<file path="config.mk">
export PLATFORM = sky130hd
export DESIGN_NAME = fetch_unit
export DESIGN_NICKNAME = d
export VERILOG_FILES = /design/src/rtl/fetch_unit.sv
export SDC_FILE = /design/constraint.sdc
export NUM_CORES = 1
export LEC_CHECK = 0
export BUFFER_PORTS_ARGS = -buffer_cell sky130_fd_sc_hd__buf_2
export CAP_MARGIN = 20
export CELL_PAD_IN_SITES_DETAIL_PLACEMENT = 0
export CELL_PAD_IN_SITES_GLOBAL_PLACEMENT = 1
export CORE_UTILIZATION = 25
export CTS_CLUSTER_SIZE = 28
export DETAILED_ROUTE_END_ITERATION = 7
export PLACE_DENSITY = 0.43
export SETUP_SLACK_MARGIN = 0.3
export SLEW_MARGIN = 20
export SYNTH_ARGS = -nofsm -noshare
export SYNTH_HDL_FRONTEND = slang
export SYNTH_SLANG_ARGS = --single-unit
</file>
<file path="constraint.sdc">
create_clock -name clk -period 10.82 [get_ports clk]
set_input_delay 0.541 -clock clk [delete_from_list [all_inputs] [get_ports clk]]
set_output_delay 0.541 -clock clk [all_outputs]
set_load 0.01 [all_outputs]
</file>
<file path="src/rtl/fetch_unit.sv">
// Instruction fetch unit: predictor-steered PC, single outstanding memory read,
// and a small FIFO of fetched instructions feeding decode.
module fetch_unit #(
    parameter int          DEPTH    = 4,
    parameter logic [15:0] RESET_PC = 16'h0000,
    parameter logic [15:0] NO_PRED  = 16'hFFFF
) (
    input  logic        clk,
    input  logic        reset,
    output logic [15:0] laPC,
    input  logic [15:0] predAddr,
    output logic        memRen,
    output logic [15:0] memAddr,
    input  logic [15:0] memData,
    output logic        outValid,
    input  logic        outReady,
    output logic [15:0] outInstr,
    output logic [15:0] outPC,
    output logic [15:0] outPredTarget,
    output logic        outPredTaken,
    input  logic        redirect,
    input  logic [15:0] redirectPC
);

    localparam int PW = (DEPTH > 1) ? $clog2(DEPTH) : 1;
    localparam int CW = PW + 1;

    logic [15:0]   laPC_q, laPC_d;
    logic [PW-1:0] wptr_q, rptr_q;
    logic [CW-1:0] cnt_q;
    logic          infl_q;
    logic [15:0]   iPC_q, iTgt_q;
    logic          iTaken_q;

    logic [15:0] qInstr_q [DEPTH];
    logic [15:0] qPC_q    [DEPTH];
    logic [15:0] qTgt_q   [DEPTH];
    logic        qTaken_q [DEPTH];

    logic          predTaken;
    logic [15:0]   nextPC;
    logic [CW:0]   occ;
    logic          issue, enq, deq;

    assign predTaken = (predAddr != NO_PRED);
    assign nextPC    = predTaken ? predAddr : laPC_q + 16'd1;

    // Occupancy counts the in-flight read so a returning word always has a slot.
    assign occ   = {1'b0, cnt_q} + {{CW{1'b0}}, infl_q};
    assign issue = !reset && !redirect && (occ < (CW+1)'(DEPTH));
    assign enq   = infl_q && !redirect;
    assign deq   = outValid && outReady;

    always_comb begin
        laPC_d = laPC_q;
        if (redirect)
            laPC_d = redirectPC;
        else if (issue)
            laPC_d = nextPC;
    end

    always_ff @(posedge clk or posedge reset) begin
        if (reset) begin
            laPC_q   <= RESET_PC;
            wptr_q   <= '0;
            rptr_q   <= '0;
            cnt_q    <= '0;
            infl_q   <= 1'b0;
            iPC_q    <= '0;
            iTgt_q   <= '0;
            iTaken_q <= 1'b0;
            for (int i = 0; i < DEPTH; i++) begin
                qInstr_q[i] <= '0;
                qPC_q[i]    <= '0;
                qTgt_q[i]   <= '0;
                qTaken_q[i] <= 1'b0;
            end
        end else begin
            laPC_q <= laPC_d;
            infl_q <= issue;
            if (issue) begin
                iPC_q    <= laPC_q;
                iTgt_q   <= nextPC;
                iTaken_q <= predTaken;
            end
            if (redirect) begin
                wptr_q <= '0;
                rptr_q <= '0;
                cnt_q  <= '0;
            end else begin
                if (enq) begin
                    qInstr_q[wptr_q] <= memData;
                    qPC_q[wptr_q]    <= iPC_q;
                    qTgt_q[wptr_q]   <= iTgt_q;
                    qTaken_q[wptr_q] <= iTaken_q;
                    wptr_q           <= wptr_q + PW'(1);
                end
                if (deq)
                    rptr_q <= rptr_q + PW'(1);
                if (enq && !deq)
                    cnt_q <= cnt_q + CW'(1);
                else if (!enq && deq)
                    cnt_q <= cnt_q - CW'(1);
            end
        end
    end

    assign laPC          = laPC_q;
    assign memRen        = issue;
    assign memAddr       = laPC_q;
    assign outValid      = (cnt_q != '0);
    assign outInstr      = qInstr_q[rptr_q];
    assign outPC         = qPC_q[rptr_q];
    assign outPredTarget = qTgt_q[rptr_q];
    assign outPredTaken  = qTaken_q[rptr_q];

endmodule

</file>
==> results.yml <==
timing:
  final.period_utilization_pct: 30.1
  finalHoldViolations: 0
  maxSlewViolCount: 0
  clock_skew_ps: 13.3
  setup_tns_ps: 0
  period_needed_ps: 3250
  setup_viol: 0
  max_freq_mhz: 307
  worstMarginPinSlew_ps: 1020
  worst_slack_ps: 7570
  rsz0062_at_grt: "no"
  max_slew_margin_pct: 32.3
worst_setup_path:
  crit_required_ps: 10280
  worst-path-buf-inv: 2
  r2r_cells: 8
  crit_path_end_kind: "output pin"
  critPathTopFamily: "buffers and inverters"
  cp_slowest_cell: "buf_4"
  critPathLaunchType: "flop"
  path_max_fanout: 43
  crit_chain: "buf_4 -> mux4_2 -> buf_2"
  cp.depth: 3
  critPathMaxStageDelay_ps: 800
  cp_data_arrival_time_ps: 2710
  crit_type: "flop to output pin"
run_status:
  status: "finished, final reports clean"
floorplan:
  initial_core_util_pct: 25.6
  dieArea_sq_um: 46400
  die_x_um: 215
  io_pins: 135
  die_y_um: 215
  core-area_sq_um: 44500
  rows: 77
clock_network:
  clock_latency_ps: 530
  cts_root_buf: "clkbuf_16"
  ctsResizeCount: 0
  cts_tree: "yes"
  cts_setup_buffers: 0
  ctsHtreeMaxLevel: 2
  postCtsHoldBufs: 0
  numCtsBuffers: 34
  clock_sinks: 253
  clk_transition_reported_paths_ps: 60
  clockBufferDepth: 3
route:
  drc: 0
  drtIter0Drc: 352
  ant_nets: 0
  wl_per_cell_um: 19.9
  firstDrtPassIters: 4
  avgViaCountPerCell: 4.45
  num_vias: 6803
  wl_mm: 30.5
synth:
  synth_cell_types: 43
  netlist_area_sq_um: 11400
  synth_top_area_cell: "dfrtp_1"
  ys_warn_count: 0
  ys.flop_type: "dfrtp_1"
  synth_nets: 852
  synth_seq_cells: 253
  ys_async_sr_fraction_pct: 100
  avgSynthCellArea_sq_um: 14.3
  synth_most_common_cell: "dfrtp_1"
  yosysTopAreaCellShare_pct: 55.6
  synth-edff-count: 0
  synthCells: 794
  yosysSeqAreaShare_pct: 55.6
  netlist_top_cells_count: "253 x dfrtp_1, 196 x mux2_2, 100 x nand2_1"
  synthTopCellsByArea: "dfrtp_1 56%, mux2_2 19%, mux4_2 9.7%, nand2_1 3.3%, buf_4 1.5%"
pwr:
  pwr-share-seq_pct: 40.3
  p_sw_share_pct: 31.0
  powerDensity_nw_per_um2: 264
  clkPwrFrac_pct: 32.8
  switchingPower_mw: 1.12
  vdd_ir_drop_max_mv: 0.108
  p_comb_share_pct: 26.9
  p_int_mw: 2.50
  p_leak_nw: 6.50
placement:
  pre_cts_slack_ps: 7520
  portBuffers: 134
  dp_hpwl_mm: 18.1
  place.gp.congestion: 0.674
global_routing:
  grt_max_degree: 112
  grt_pass1_wl_mm: 47.4
  grt_overflow_total: 0
  antenna_found_initial: 0
  grtUsageTotal_pct: 13.5
  grt_pass1_vias: 7425
final_layout:
  fin_nets: 969
  layout-drive-gt1-share_pct: 50.3
  antenna_cells: 0
  synthToLayoutAreaGrowth_pct: 20.7
min_path:
  holdCritPathClass: "primary input to asynchronous set/reset pin"
job:
  drv_cap: 0
-- logic make-up after synthesis --
| family | count (synthesis) | share of synthesized area, % |
|---|---|---|
| AO/OA/AOI/OAI | 47 | 3.06 |
| XOR/XNOR | 18 | 1.39 |
| adder cells (fa/ha/maj) | 6 | 0.726 |
| buffers and inverters | 72 | 3.55 |
| flip-flops | 253 | 55.6 |
| multiplexers | 246 | 29.2 |
| AND/OR/NAND/NOR | 152 | 6.45 |
-- final cells by class --
class / count / area (sq um)
fill: 4542 / 30800
sequential: 253 / 6340
multi-input combinational: 469 / 4660
clock buffer: 47 / 1040
timing repair buffer: 145 / 757
tap: 592 / 741
clock inverter: 15 / 168
inverter: 8 / 37.5
-- power by group through the flow --
stage	logic [mW]	clock network (mW)	registers [mW]
6_report	0.975	1.19	1.46
5_1_grt	1.07	1.28	1.51
4_1_cts	1.01	1.24	1.47
3_5_place_dp	1.00	0	1.48
3_3_place_gp	0.993	0	1.49
2_1_floorplan	0.722	0	1.37
-- state kept, by name, indices dropped and copies added (netlist names), 3 cells and up --
signal,cells
iPC_q,16
qInstr_q,64
qTaken_q,4
qTgt_q,64
laPC,16
iTgt_q,16
qPC_q,64
cnt_q,3
-- metrics by stage --
| step | total power [mW] | area, sq um | std cells | util (%) | hold slack [ps] |
|---|---|---|---|---|---|
| 2_1_floorplan | 2.09 | 11400 | 794 | - | 474 |
| 3_3_place_gp | 2.48 | 12500 | 1467 | 28.1 | 482 |
| 3_5_place_dp | 2.49 | 12500 | 1467 | 28.1 | 488 |
| 4_1_cts | 3.72 | 13700 | 1529 | 30.9 | 195 |
| 5_1_grt | 3.86 | 13700 | 1529 | 30.9 | 217 |
| 6_report | 3.63 | 13700 | 1529 | 30.9 | 182 |
-- placed cells by master, fill, tap and decap left out, types with 2 or more instances in the layout --
cell / instances
dfrtp_1: 251
mux2_2: 196
buf_2: 134
nand2_1: 95
mux4_2: 49
clkbuf_16: 37
nor2_1: 20
xnor2_1: 14
buf_4: 10
a21o_1: 9
a211o_1: 8
clkbuf_8: 8
inv_1: 7
nand3_1: 7
o21ai_0: 7
nand4_1: 6
clkinv_2: 6
nor3_1: 5
nand2_2: 5
a21oi_2: 5
a21oi_1: 5
o211ai_1: 5
ha_1: 5
xor2_1: 4
clkinvlp_4: 4
nor4_4: 3
bufinv_16: 3
nand4_4: 2
a221o_1: 2
clkinv_4: 2
clkbuf_1: 2
-- worst paths after layout --
path / startpoint / to / slack [ps]
worst max-delay path: rptr_q[0] / outPC[4] / 7570
worst min-delay path: reset / laPC[3] / 180
worst max register to register: infl_q / laPC[9] / 8440
worst min register to register: qInstr_q[60] / qInstr_q[60] / 500
max in group asynchronous: reset / qInstr_q[25] / 9130
min in group clk: redirectPC[13] / laPC[13] / 230
-- routing by layer --
layer	global-route usage [%]	share of wire, %	vias to the layer above	wire length, um
met2	20.8	45	147	13800
met5	0	0	-	0
li1	-	-	3082	-
met3	2.63	4.1	43	1240
met1	19.0	49	3531	14800
met4	4.47	1.9	0	567
Note: power is estimated with default switching activity, not from simulation.
